===== config.mk =====
export PLATFORM = sky130hd
export DESIGN_NAME = siw_addrgen_7
export DESIGN_NICKNAME = d
export VERILOG_FILES = /design/src/rtl/siw_agu_pkg.sv /design/src/rtl/siw_agu_loop_cnt.sv /design/src/rtl/siw_addrgen_7.sv
export SDC_FILE = /design/constraint.sdc
export NUM_CORES = 1
export LEC_CHECK = 0
export ABC_AREA = 1
export ABC_CLOCK_PERIOD_IN_PS = 7300
export CAP_MARGIN = 20
export CORE_MARGIN = 10
export CORE_UTILIZATION = 35
export CTS_CLUSTER_DIAMETER = 80
export DETAILED_ROUTE_END_ITERATION = 16
export SETUP_SLACK_MARGIN = 0.02
export SYNTH_ARGS = -nofsm -noshare
export SYNTH_HDL_FRONTEND = slang
export SYNTH_HIERARCHICAL = 1
export SYNTH_SLANG_ARGS = --single-unit

===== constraint.sdc =====
create_clock -name siw_addrgen_7_clk -period 7.3 [get_ports siw_addrgen_7_clk]
set_input_delay 1.095 -clock siw_addrgen_7_clk [delete_from_list [all_inputs] [get_ports siw_addrgen_7_clk]]
set_output_delay 1.095 -clock siw_addrgen_7_clk [all_outputs]
set_load 0.1 [all_outputs]

===== src/rtl/siw_agu_pkg.sv =====
// Shared definitions for the siw address-generator blocks: FSM state type
// and default widths.
package siw_agu_pkg;

  localparam int unsigned AGU_ADDR_W  = 10;
  localparam int unsigned AGU_CNT_W   = 10;
  localparam int unsigned AGU_DELAY_W = 5;

  typedef enum logic [1:0] {
    ST_IDLE  = 2'd0,
    ST_DELAY = 2'd1,
    ST_RUN   = 2'd2,
    ST_DONE  = 2'd3
  } agu_state_e;

endpackage : siw_agu_pkg


===== src/rtl/siw_agu_loop_cnt.sv =====
// Wrap-detecting loop counter: counts 0..last_i while enabled, then wraps to 0.
module siw_agu_loop_cnt #(
  parameter int unsigned W = 10
) (
  input  logic         clk_i,
  input  logic         rst_ni,
  input  logic         clr_i,
  input  logic         en_i,
  input  logic [W-1:0] last_i,
  output logic         wrap_o
);

  logic [W-1:0] cnt_q, cnt_d;

  assign wrap_o = (cnt_q == last_i);

  always_comb begin
    cnt_d = cnt_q;
    if (clr_i) begin
      cnt_d = '0;
    end else if (en_i) begin
      cnt_d = wrap_o ? '0 : cnt_q + W'(1);
    end
  end

  always_ff @(posedge clk_i or negedge rst_ni) begin
    if (!rst_ni) begin
      cnt_q <= '0;
    end else begin
      cnt_q <= cnt_d;
    end
  end

endmodule : siw_agu_loop_cnt


===== src/rtl/siw_addrgen_7.sv =====
// Two-level (iter x per) BRAM address generator with start delay; all outputs
// are registered and driven from a config latched at init.
module siw_addrgen_7
  import siw_agu_pkg::*;
#(
  parameter int unsigned ADDR_W  = AGU_ADDR_W,
  parameter int unsigned CNT_W   = AGU_CNT_W,
  parameter int unsigned DELAY_W = AGU_DELAY_W
) (
  input  logic               siw_addrgen_7_clk,
  input  logic               siw_addrgen_7_reset_n,
  input  logic               siw_addrgen_7_init,
  input  logic               siw_addrgen_7_run,
  input  logic [ADDR_W-1:0]  siw_addrgen_7_start,
  input  logic [ADDR_W-1:0]  siw_addrgen_7_incr,
  input  logic [ADDR_W-1:0]  siw_addrgen_7_shift,
  input  logic [CNT_W-1:0]   siw_addrgen_7_per,
  input  logic [CNT_W-1:0]   siw_addrgen_7_iter,
  input  logic [DELAY_W-1:0] siw_addrgen_7_delay,
  input  logic               siw_addrgen_7_rnw,
  output logic [ADDR_W-1:0]  siw_addrgen_7_addr,
  output logic               siw_addrgen_7_enable,
  output logic               siw_addrgen_7_write_en,
  output logic               siw_addrgen_7_busy,
  output logic               siw_addrgen_7_done
);

  agu_state_e         state_q;
  logic [ADDR_W-1:0]  start_q, incr_q, shift_q, addr_q;
  logic [CNT_W-1:0]   per_q, iter_q;
  logic [DELAY_W-1:0] delay_q, dcnt_q;
  logic               rnw_q, en_q, we_q, busy_q, done_q;

  logic run_go, loops_empty, cnt_clr, j_wrap, i_wrap, last_access;

  assign loops_empty = (per_q == '0) || (iter_q == '0);
  assign run_go      = siw_addrgen_7_run && !siw_addrgen_7_init &&
                       ((state_q == ST_IDLE) || (state_q == ST_DONE));
  assign cnt_clr     = siw_addrgen_7_init || run_go;
  assign last_access = j_wrap && i_wrap;

  siw_agu_loop_cnt #(.W(CNT_W)) u_cnt_j (
    .clk_i  (siw_addrgen_7_clk),
    .rst_ni (siw_addrgen_7_reset_n),
    .clr_i  (cnt_clr),
    .en_i   (state_q == ST_RUN),
    .last_i (per_q - CNT_W'(1)),
    .wrap_o (j_wrap)
  );

  siw_agu_loop_cnt #(.W(CNT_W)) u_cnt_i (
    .clk_i  (siw_addrgen_7_clk),
    .rst_ni (siw_addrgen_7_reset_n),
    .clr_i  (cnt_clr),
    .en_i   ((state_q == ST_RUN) && j_wrap),
    .last_i (iter_q - CNT_W'(1)),
    .wrap_o (i_wrap)
  );

  always_ff @(posedge siw_addrgen_7_clk or negedge siw_addrgen_7_reset_n) begin
    if (!siw_addrgen_7_reset_n) begin
      state_q <= ST_IDLE;
      start_q <= '0;
      incr_q  <= '0;
      shift_q <= '0;
      per_q   <= '0;
      iter_q  <= '0;
      delay_q <= '0;
      rnw_q   <= 1'b0;
      dcnt_q  <= '0;
      addr_q  <= '0;
      en_q    <= 1'b0;
      we_q    <= 1'b0;
      busy_q  <= 1'b0;
      done_q  <= 1'b0;
    end else if (siw_addrgen_7_init) begin
      start_q <= siw_addrgen_7_start;
      incr_q  <= siw_addrgen_7_incr;
      shift_q <= siw_addrgen_7_shift;
      per_q   <= siw_addrgen_7_per;
      iter_q  <= siw_addrgen_7_iter;
      delay_q <= siw_addrgen_7_delay;
      rnw_q   <= siw_addrgen_7_rnw;
      addr_q  <= siw_addrgen_7_start;
      dcnt_q  <= '0;
      state_q <= ST_IDLE;
      en_q    <= 1'b0;
      we_q    <= 1'b0;
      busy_q  <= 1'b0;
      done_q  <= 1'b0;
    end else begin
      unique case (state_q)
        ST_IDLE, ST_DONE: begin
          if (run_go) begin
            addr_q <= start_q;
            done_q <= 1'b0;
            if (delay_q != '0) begin
              state_q <= ST_DELAY;
              dcnt_q  <= delay_q;
              busy_q  <= 1'b1;
            end else if (loops_empty) begin
              state_q <= ST_DONE;
              done_q  <= 1'b1;
            end else begin
              state_q <= ST_RUN;
              busy_q  <= 1'b1;
              en_q    <= 1'b1;
              we_q    <= ~rnw_q;
            end
          end
        end
        ST_DELAY: begin
          dcnt_q <= dcnt_q - DELAY_W'(1);
          if (dcnt_q == DELAY_W'(1)) begin
            if (loops_empty) begin
              state_q <= ST_DONE;
              busy_q  <= 1'b0;
              done_q  <= 1'b1;
            end else begin
              state_q <= ST_RUN;
              en_q    <= 1'b1;
              we_q    <= ~rnw_q;
            end
          end
        end
        ST_RUN: begin
          // the outer-loop shift is folded into the step taken as j wraps
          addr_q <= addr_q + incr_q + (j_wrap ? shift_q : '0);
          if (last_access) begin
            state_q <= ST_DONE;
            en_q    <= 1'b0;
            we_q    <= 1'b0;
            busy_q  <= 1'b0;
            done_q  <= 1'b1;
          end
        end
        default: state_q <= ST_IDLE;
      endcase
    end
  end

  assign siw_addrgen_7_addr     = addr_q;
  assign siw_addrgen_7_enable   = en_q;
  assign siw_addrgen_7_write_en = we_q;
  assign siw_addrgen_7_busy     = busy_q;
  assign siw_addrgen_7_done     = done_q;

endmodule : siw_addrgen_7


==> flow_summary.json, run 1 <==
{
  "slew_viol_final": 0,
  "io_buffers": 73,
  "drive_above_1_share_pct": 3.86,
  "power.net_switching_uw": 994,
  "synthesis.area_um2": 5910,
  "p_comb_share_pct": 45.0,
  "post_drt_via_cell_ratio": 4.53,
  "finalNetCount": 963,
  "slew_headroom_pct": 33.7,
  "synth_area_per_cell_um2": 7.32,
  "pre_cts_ws_ns": 3.20,
  "firstDrtPassIters": 5,
  "worstReg2RegEnd": "siw_addrgen_7_addr[7]$_DFFE_PN0P_",
  "syn-num-nets": 896,
  "ir_worst_vdd_mv": 0.293,
  "slowest_delay_ns": 0.48,
  "cts_tree": "built",
  "cap_violations": 0,
  "insertion_delay_ns": 0.35,
  "crit_family": "simple AND/OR/NAND/NOR gates",
  "cp_common_cell": "nand2_1",
  "areaGrowthSynthToFinish_pct": 21.0,
  "die_w_um": 150,
  "use_met2_pct": 20.8,
  "ys_seq_elements": 97,
  "synthCells": 808,
  "place_area_um2": 6830,
  "crit_required_ns": 7.53,
  "worst_ep_arrival_time_ns": 4.34,
  "fin_util_pct": 43.1,
  "total_power_mw": 2.25,
  "crit_buf_inv": 6,
  "period_share_pct": 56.3,
  "async_flop_share_pct": 100,
  "htree_levels": 3,
  "synthTopCellsByArea": "dfrtp_1 (41%), nand2_1 (18%), inv_1 (7.9%)",
  "synth_seq_area_share_pct": 41.1,
  "clk_pin_slew_worst_paths_ns": 0.07,
  "final_cell_mix": "nand2_1 (279), inv_1 (125), dfrtp_1 (97), clkdlybuf4s50_1 (71), o21ai_0 (57)",
  "yosys.area.top_type": "dfrtp_1",
  "synth_top_area_share_pct": 41.1,
  "design_area_um2": 7150,
  "ant_nets": 0,
  "worstSetupEndpointType": "flop",
  "cts-root-buf": "clkbuf_16",
  "p_leak_nw": 3.62,
  "cts_hold_buf": 0,
  "drtIter0Drc": 248,
  "place_congestion": 0.834,
  "crit_path_top_delay_cell": "fa_1",
  "timing.rr.start": "per_q[0]$_DFFE_PN0P_",
  "rows": 47,
  "clockBufferDepth": 2,
  "seqPwrFrac_pct": 31.7,
  "p_clk_share_pct": 23.3,
  "yosys_most_used_dff": "dfrtp_1",
  "critPathLaunchType": "flop",
  "grt_pass1_wl_mm": 24.3,
  "mostFrequentLayoutCell": "nand2_1",
  "yosysUniqueCellTypes": 32,
  "clock.fmax_mhz": 243,
  "hpwl_mm": 10.7,
  "start_util_pct": 35.6,
  "hp-class": "reg2reg",
  "r2r_slack_ns": 3.19,
  "crit_fanout": 13,
  "cp-startpoint": "per_q[0]$_DFFE_PN0P_",
  "r2r_cells": 26,
  "post-cts-setup-buffer-count": 0,
  "p_int_mw": 1.26,
  "grt_usage_pct": 13.3,
  "antenna_found_initial": 0,
  "gr-total-overflow": 0,
  "top_level_ports": 74,
  "met3_usage_pct": 3.53,
  "antennaDiodeCount": 0,
  "cts_buffers": 9,
  "path_depth": 26,
  "wl_per_cell_um": 13.1,
  "grt-busiest-layer": "met2",
  "drc": 0,
  "die_h_um": 150,
  "crit_end": "siw_addrgen_7_addr[7]$_DFFE_PN0P_",
  "coreArea_um2": 16600,
  "switching_share_pct": 44.1,
  "setup_viol": 0,
  "yosys_warnings": 6,
  "die_area_um2": 22500,
  "grt_util_met1_pct": 17.6,
  "routed_wl_mm": 14.4,
  "fin_ws_ns": 3.19,
  "rsz0062_at_grt": "no",
  "synth_edf_count": 0,
  "post-route-min-period_ns": 4.11,
  "powerDensity_nw_per_um2": 315,
  "cts_sinks": 97,
  "grt_pass1_vias": 4996,
  "fin_skew_ns": 0.00534,
  "path_class": "reg2reg",
  "vias": 4980,
  "cts-resized-gates": 0,
  "finalHoldViolCount": 0,
  "outcome": "finished clean",
  "grt_max_degree": 65,
  "tns_ns": 0,
  "worstMarginPinSlew_ns": 0.991
}
## cells by family (layout without fill, tap and decap cells)
logic type / Yosys count / after routing / synth area share (%)
AND/OR/NAND/NOR: 385 / 385 / 26.1
AO/OA/AOI/OAI: 114 / 114 / 10.5
buffers and inverters: 150 / 222 / 10.1
multiplexers: 1 / 1 / 0.191
XOR/XNOR: 33 / 33 / 4.89
adder cells (fa/ha/maj): 28 / 28 / 7.20
flip-flops: 97 / 97 / 41.1
## worst min-delay path by stage
stage | slack, ns | cells after the start | start | endpoint
6_report | 0.45 | 1 | rnw_q$_DFFE_PN0P_ | siw_addrgen_7_write_en$_DFFE_PN0P_
5_1_grt | 0.46 | 1 | rnw_q$_DFFE_PN0P_ | siw_addrgen_7_write_en$_DFFE_PN0P_
4_1_cts | 0.45 | 1 | rnw_q$_DFFE_PN0P_ | siw_addrgen_7_write_en$_DFFE_PN0P_
3_5_place_dp | 0.44 | 1 | rnw_q$_DFFE_PN0P_ | siw_addrgen_7_write_en$_DFFE_PN0P_
3_3_place_gp | 0.43 | 1 | rnw_q$_DFFE_PN0P_ | siw_addrgen_7_write_en$_DFFE_PN0P_
2_1_floorplan | 0.42 | 1 | rnw_q$_DFFE_PN0P_ | siw_addrgen_7_write_en$_DFFE_PN0P_
## state kept, by name, summed over array words and instances (netlist names), 10 cells and up
register	cells
iter_q	10
u_cnt_i/cnt_q	10
incr_q	10
shift_q	10
u_cnt_j/cnt_q	10
siw_addrgen_7_addr	10
start_q	10
per_q	10
## synth_stat cells (2+ instances only)
master,n
nand2_2,2
o21ai_1,5
fa_1,10
nor2_1,50
inv_2,5
a21oi_1,44
xor2_1,32
buf_2,8
o21ai_0,57
nand4_1,2
nor3_1,5
or2_2,2
nand3_1,41
nand2_1,279
inv_1,125
ha_1,18
buf_6,3
clkbuf_1,9
o21bai_4,2
dfrtp_1,97
## final cells by class
cell class	instances	area, um^2
Fill cell	1750	9430
Multi-Input combinational cell	561	2890
Sequential cell	97	2430
Timing Repair Buffer	76	748
Inverter	130	488
Tap cell	220	275
Clock buffer	14	264
Clock inverter	2	60.1
## metal layers
layer / up-vias / routed length (um)
met3: 17 / 575
met5: - / 0
met4: 0 / 257
li1: 2629 / -
met2: 80 / 6420
met1: 2254 / 7150
## power by group through the flow
stage / logic [mW] / clock network, mW / registers, mW
after detailed placement: 1.02 / 0 / 0.723
after floorplan: 0.507 / 0 / 0.973
after CTS: 1.03 / 0.542 / 0.715
after global placement: 1.01 / 0 / 0.725
after global routing: 1.13 / 0.561 / 0.728
final: 1.02 / 0.525 / 0.715
## stage by stage
stage / hold WS (ns) / instances
after floorplan: 0.423 / 808
after global routing: 0.463 / 1100
final: 0.452 / 1100
after global placement: 0.434 / 1084
after CTS: 0.453 / 1100
after detailed placement: 0.444 / 1084
Note: power is estimated with default switching activity, not from simulation.
==> inputs of run 2 (changes only) <==
- ABC_CLOCK_PERIOD_IN_PS: 7300 -> 4000
- clock period: 7.3 -> 4 ns (I/O delays scaled with it)
==> flow_summary.json, run 2 (same netlist as run 1, synthesis figures left out) <==
{
  "finalNetCount": 968,
  "ir_worst_vdd_mv": 0.386,
  "crit_fanout": 8,
  "highest_layer": "met4",
  "place_congestion": 0.825,
  "worstMarginPinSlew_ns": 0.990,
  "cp_common_cell": "nand2_1",
  "period_share_pct": 91.6,
  "clockBufferDepth": 2,
  "crit_family": "simple AND/OR/NAND/NOR gates",
  "top_level_ports": 74,
  "grt_max_degree": 63,
  "drc": 0,
  "routed_wl_mm": 14.2,
  "die_h_um": 150,
  "total_power_mw": 4.03,
  "crit_required_ns": 4.23,
  "rsz0062_at_grt": "no",
  "critPathLaunchType": "flop",
  "cts_hold_buf": 0,
  "htree_levels": 3,
  "vias": 4985,
  "cts_sinks": 97,
  "tns_ns": 0,
  "areaGrowthSynthToFinish_pct": 21.7,
  "gr-total-overflow": 0,
  "slowest_delay_ns": 0.48,
  "slew_headroom_pct": 33.8,
  "p_leak_nw": 3.62,
  "clock.fmax_mhz": 273,
  "crit_buf_inv": 6,
  "die_w_um": 150,
  "cts_buffers": 9,
  "die_area_um2": 22500,
  "cts-root-buf": "clkbuf_16",
  "worst_ep_arrival_time_ns": 3.90,
  "crit_path_top_delay_cell": "fa_1",
  "worstSetupEndpointType": "flop",
  "hpwl_mm": 10.7,
  "wl_per_cell_um": 12.9,
  "coreArea_um2": 16600,
  "timing.rr.start": "per_q[2]$_DFFE_PN0P_",
  "r2r_slack_ns": 0.34,
  "worstReg2RegEnd": "siw_addrgen_7_addr[7]$_DFFE_PN0P_",
  "clk_pin_slew_worst_paths_ns": 0.07,
  "hp-class": "in2async",
  "grt_usage_pct": 13.4,
  "insertion_delay_ns": 0.35,
  "fin_skew_ns": 0.00954,
  "met3_length_um": 697,
  "routed-wl-met2_mm": 6.43,
  "cap_violations": 0,
  "met1_length_mm": 6.88,
  "final_cell_mix": "nand2_1 (276), inv_1 (120), dfrtp_1 (97), clkdlybuf4s50_1 (71), o21ai_0 (57)",
  "grt_pass1_wl_mm": 24.6,
  "io_buffers": 73,
  "antenna_found_initial": 0,
  "mostFrequentLayoutCell": "nand2_1",
  "post_drt_via_cell_ratio": 4.51,
  "drtIter0Drc": 290,
  "path_class": "reg2reg",
  "fillers": 1751,
  "finalHoldViolCount": 0,
  "grt_pass1_vias": 5090,
  "drive_above_1_share_pct": 6.10,
  "cts_tree": "built",
  "outcome": "finished clean",
  "post-route-min-period_ns": 3.66,
  "slew_viol_final": 0,
  "ant_nets": 0,
  "r2r_cells": 26,
  "setup_viol": 0,
  "firstDrtPassIters": 6,
  "antennaDiodeCount": 0,
  "powerDensity_nw_per_um2": 560,
  "rows": 47,
  "start_util_pct": 35.6
}
-- run 2: changes by cell type in the layout (fill, tap and decap cells not counted), sizes merged --
| cell | delta |
|---|---|
| buf | +5 |
| clkinvlp | +1 |
| clkbuf | -2 |
| clkinv | +3 |
| bufinv | -2 |
-- run 2: worst max path at each step --
stage,startpoint,to,slack (ns),cells after the start
5_1_grt,per_q[2]$_DFFE_PN0P_,siw_addrgen_7_addr[7]$_DFFE_PN0P_,0.03,27
2_1_floorplan,per_q[0]$_DFFE_PN0P_,siw_addrgen_7_addr[7]$_DFFE_PN0P_,0.31,27
4_1_cts,per_q[0]$_DFFE_PN0P_,siw_addrgen_7_addr[7]$_DFFE_PN0P_,0.06,26
6_report,per_q[2]$_DFFE_PN0P_,siw_addrgen_7_addr[7]$_DFFE_PN0P_,0.34,26
3_3_place_gp,per_q[0]$_DFFE_PN0P_,siw_addrgen_7_addr[7]$_DFFE_PN0P_,0.1,26
3_5_place_dp,per_q[0]$_DFFE_PN0P_,siw_addrgen_7_addr[9]$_DFFE_PN0P_,0.02,27
-- run 2: power by group --
part / switching, mW / total [mW] / internal [mW]
combinational: 1.29 / 1.87 / 0.575
sequential: 0.159 / 1.31 / 1.15
clock: 0.383 / 0.855 / 0.472
-- run 2: worst register-to-register path, stage by stage (launching register included) --
cell and delay (ns):
dfrtp_1 0.41, inv_2 0.09, nand3_2 0.10, nor2_4 0.14, nand2_2 0.09, nor4_4 0.22, xor2_1 0.22, xor2_1 0.16
nor2_1 0.05, nand2_1 0.07, inv_1 0.05, nand2_2 0.11, inv_4 0.08, nand2_1 0.06, inv_1 0.04, fa_1 0.48
ha_2 0.18, inv_1 0.05, fa_2 0.33, inv_2 0.07, nand2_1 0.05, nand2_2 0.08, nand3_1 0.07, nand2_1 0.08
nor2_1 0.04, o21ai_0 0.14, a21oi_1 0.08
-- run 2: routing by layer --
metal / up-vias / track usage, %
met5: - / 0
met4: 0 / 4.47
met3: 14 / 3.02
met2: 90 / 21.1
met1: 2246 / 17.8
li1: 2635 / -
-- run 2: final cells by class --
cell class | instances | area [um^2] | area share [%]
multi-input cells | 561 | 2920 | 40.6
flip-flops and latches | 97 | 2430 | 33.7
repair buffers | 81 | 786 | 10.9
inverters | 130 | 490 | 6.82
well taps | 220 | 275 | 3.83
clock buffers | 12 | 267 | 3.70
clock inverters | 4 | 26.3 | 0.365
-- run 2: stage by stage --
stage / area, um^2 / utilization [%] / std cells / setup slack (ns) / hold slack, ns
after global routing: 7190 / 43.4 / 1105 / 0.0291 / 0.218
after detailed placement: 6840 / 41.3 / 1086 / 0.0169 / 0.461
after CTS: 7130 / 43.0 / 1102 / 0.0612 / 0.200
after floorplan: 5910 / - / 808 / 0.307 / 0.304
final: 7190 / 43.4 / 1105 / 0.337 / 0.185
after global placement: 6840 / 41.3 / 1086 / 0.0963 / 0.436
-- run 2: timing repair --
action / CTS / global route
pin swaps: 0 / 4
resized for setup: 1 / 14
hold endpoints to repair: 0 / 0
buffers inserted: 0 / 3
endpoints found under the setup margin: 3 / 8
==> inputs of run 3 (changes only) <==
- CORE_MARGIN: 10 -> 1.5
- SYNTH_HIERARCHICAL: 1 -> default
==> flow_summary.json, run 3 <==
{
  "cts_sinks": 97,
  "clk_pin_slew_worst_paths_ns": 0.07,
  "ys_seq_elements": 97,
  "die_area_um2": 17200,
  "yosys_warnings": 0,
  "synth_seq_area_share_pct": 42.1,
  "drc": 0,
  "clockBufferDepth": 2,
  "routed_wl_mm": 13.9,
  "top_level_ports": 74,
  "areaGrowthSynthToFinish_pct": 21.5,
  "mostFrequentLayoutCell": "nand2_1",
  "grt_max_degree": 68,
  "rsz0062_at_grt": "no",
  "synth_top_area_share_pct": 42.1,
  "cts-root-buf": "clkbuf_16",
  "setup_viol": 0,
  "cts_tree": "built",
  "post_drt_via_cell_ratio": 4.71,
  "vias": 4901,
  "post-cts-setup-buffer-count": 0,
  "yosysUniqueCellTypes": 48,
  "clock.fmax_mhz": 267,
  "firstDrtPassIters": 4,
  "post-route-min-period_ns": 3.75,
  "yosysMostFrequentCell": "nand2_1",
  "die_h_um": 131,
  "start_util_pct": 36.0,
  "cts_buffers": 9,
  "fin_skew_ns": 0.00844,
  "gr-total-overflow": 0,
  "antenna_found_initial": 0,
  "drive_above_1_share_pct": 6.55,
  "synthSimpleGateAreaFrac_pct": 26.2,
  "grt_pass1_vias": 4934,
  "worstSetupEndpointType": "flop",
  "muxShareOfSynthArea_pct": 0,
  "synth_xor_area_share_pct": 3.73,
  "synth_area_per_cell_um2": 7.70,
  "period_share_pct": 93.7,
  "hpwl_mm": 10.3,
  "grt_pass1_wl_mm": 23.9,
  "synthesis.area_um2": 5760,
  "antennaDiodeCount": 0,
  "worst_ep_arrival_time_ns": 3.96,
  "htree_levels": 3,
  "grt_usage_pct": 17.0,
  "place_congestion": 0.816,
  "yosys.area.top_type": "dfrtp_1",
  "ir_worst_vdd_mv": 0.462,
  "crit_fanout": 6,
  "whs_ns": 0.310,
  "synth-compound-area-share_pct": 12.5,
  "regArea_um2": 2430,
  "syn-num-nets": 836,
  "final_cell_mix": "nand2_1 (215), dfrtp_1 (97), inv_1 (92), clkdlybuf4s50_1 (71), nor2_1 (64)",
  "r2r_slack_ns": 0.25,
  "critPathLaunchType": "flop",
  "finalHoldViolCount": 0,
  "total_power_mw": 3.80,
  "synth_top_family_by_area": "simple AND/OR/NAND/NOR gates",
  "coreArea_um2": 16000,
  "tns_ns": 0,
  "cap_violations": 0,
  "slew_headroom_pct": 34.9,
  "rows": 46,
  "insertion_delay_ns": 0.36,
  "finalNetCount": 906,
  "yosys_most_used_dff": "dfrtp_1",
  "worstReg2RegEnd": "siw_addrgen_7_addr[7]$_DFFE_PN0P_",
  "async_flop_share_pct": 100,
  "ant_nets": 0,
  "outcome": "finished clean",
  "path_class": "reg2reg",
  "yosys-top-cells-count": "nand2_1 (215), dfrtp_1 (97), inv_1 (93)",
  "drtIter0Drc": 305,
  "worstMarginPinSlew_ns": 0.974,
  "multi_input_area_um2": 2870,
  "synthAdderAreaFrac_pct": 7.16,
  "io_buffers": 73,
  "die_w_um": 131,
  "synthTopCellsByArea": "dfrtp_1 (42%), nand2_1 (14%), inv_1 (6.1%)",
  "slew_viol_final": 0,
  "p_leak_nw": 3.29,
  "fillers": 1676,
  "powerDensity_nw_per_um2": 543,
  "r2r_cells": 21,
  "timing.rr.start": "per_q[0]$_DFFE_PN0P_",
  "wl_per_cell_um": 13.4,
  "synth_edf_count": 0,
  "hp-class": "in2async",
  "crit_required_ns": 4.21,
  "synthCells": 749
}
-- run 3: cell types whose count changed after synthesis, moves of 6 or more --
cell and change:
buf_2 -6, nor2_2 +7, inv_1 -32, a21oi_1 -12
o21ai_0 +6, a31oi_1 +8, xor2_1 -18, xnor2_1 +7
nand4_1 +7, nor2_1 +14, nand2_1 -64
-- run 3: critical path: stages (launching register included) --
cell and delay, ns:
dfrtp_1 0.41, inv_2 0.09, ha_2 0.27, or2_2 0.27, nand4_1 0.07, nor2_1 0.05
nand3_2 0.06, nor2_2 0.05, and2_2 0.20, clkinv_2 0.11, nor2_1 0.06, fa_1 0.48
ha_1 0.17, inv_1 0.06, fa_2 0.35, o21ai_2 0.17, a21oi_2 0.10, o21ai_1 0.14
a21oi_1 0.09, or2_2 0.27, nand3_1 0.07, a31oi_1 0.09
-- run 3: cells by family after synthesis --
family | Yosys count
AO/OA/AOI/OAI | 127
XOR/XNOR | 23
adder cells (fa/ha/maj) | 27
buffers and inverters | 117
flip-flops | 97
AND/OR/NAND/NOR | 358
-- run 3: per-stage QoR --
| stage | worst slack, ns | utilization (%) | cells | cell area (um^2) |
|---|---|---|---|---|
| after global routing | 0.0409 | 43.8 | 1040 | 7000 |
| after detailed placement | 0.0269 | 41.8 | 1024 | 6690 |
| after CTS | 0.0889 | 43.7 | 1040 | 6980 |
| after floorplan | 0.300 | - | 749 | 5760 |
| after global placement | 0.151 | 41.8 | 1024 | 6690 |
| final | 0.251 | 43.8 | 1040 | 7000 |
-- run 3: routing by layer --
layer | GRT usage [%] | vias to the layer above | share of wire (%)
li1 | - | 2535 | -
met4 | 4.51 | 0 | 1.2
met2 | 29.0 | 78 | 48
met1 | 21.8 | 2271 | 47
met5 | 0 | - | 0
met3 | 4.01 | 17 | 3.4
-- run 3: worst max-delay path by stage --
stage,start,to,cells after the start
after floorplan,per_q[0]$_DFFE_PN0P_,siw_addrgen_7_addr[7]$_DFFE_PN0P_,22
after global placement,per_q[0]$_DFFE_PN0P_,siw_addrgen_7_addr[8]$_DFFE_PN0P_,19
after detailed placement,per_q[0]$_DFFE_PN0P_,siw_addrgen_7_addr[7]$_DFFE_PN0P_,22
after CTS,per_q[0]$_DFFE_PN0P_,siw_addrgen_7_addr[7]$_DFFE_PN0P_,22
after global routing,per_q[0]$_DFFE_PN0P_,siw_addrgen_7_addr[7]$_DFFE_PN0P_,21
final,per_q[0]$_DFFE_PN0P_,siw_addrgen_7_addr[7]$_DFFE_PN0P_,21
-- run 3: where the power goes --
part | switching (mW) | internal, mW | total [mW]
Clock | 0.398 | 0.462 | 0.861
Combinational | 1.16 | 0.520 | 1.68
Sequential | 0.140 | 1.13 | 1.27
Total | 1.70 | 2.11 | 3.80
-- run 3: timing repair --
item | 4_1_cts | 5_1_grt
setup endpoints to repair | 1 | 5
resized for setup | 1 | 10
hold endpoints to repair | 0 | 0
hold buffers | 0 | 0
-- run 3: final cells by class --
class | instances | area share, %
clock inverter | 4 | 0.482
timing repair buffer | 80 | 11.1
tap | 216 | 3.86
clock buffer | 12 | 3.66
sequential | 97 | 34.7
inverter | 96 | 5.20
multi-input combinational | 535 | 41.0
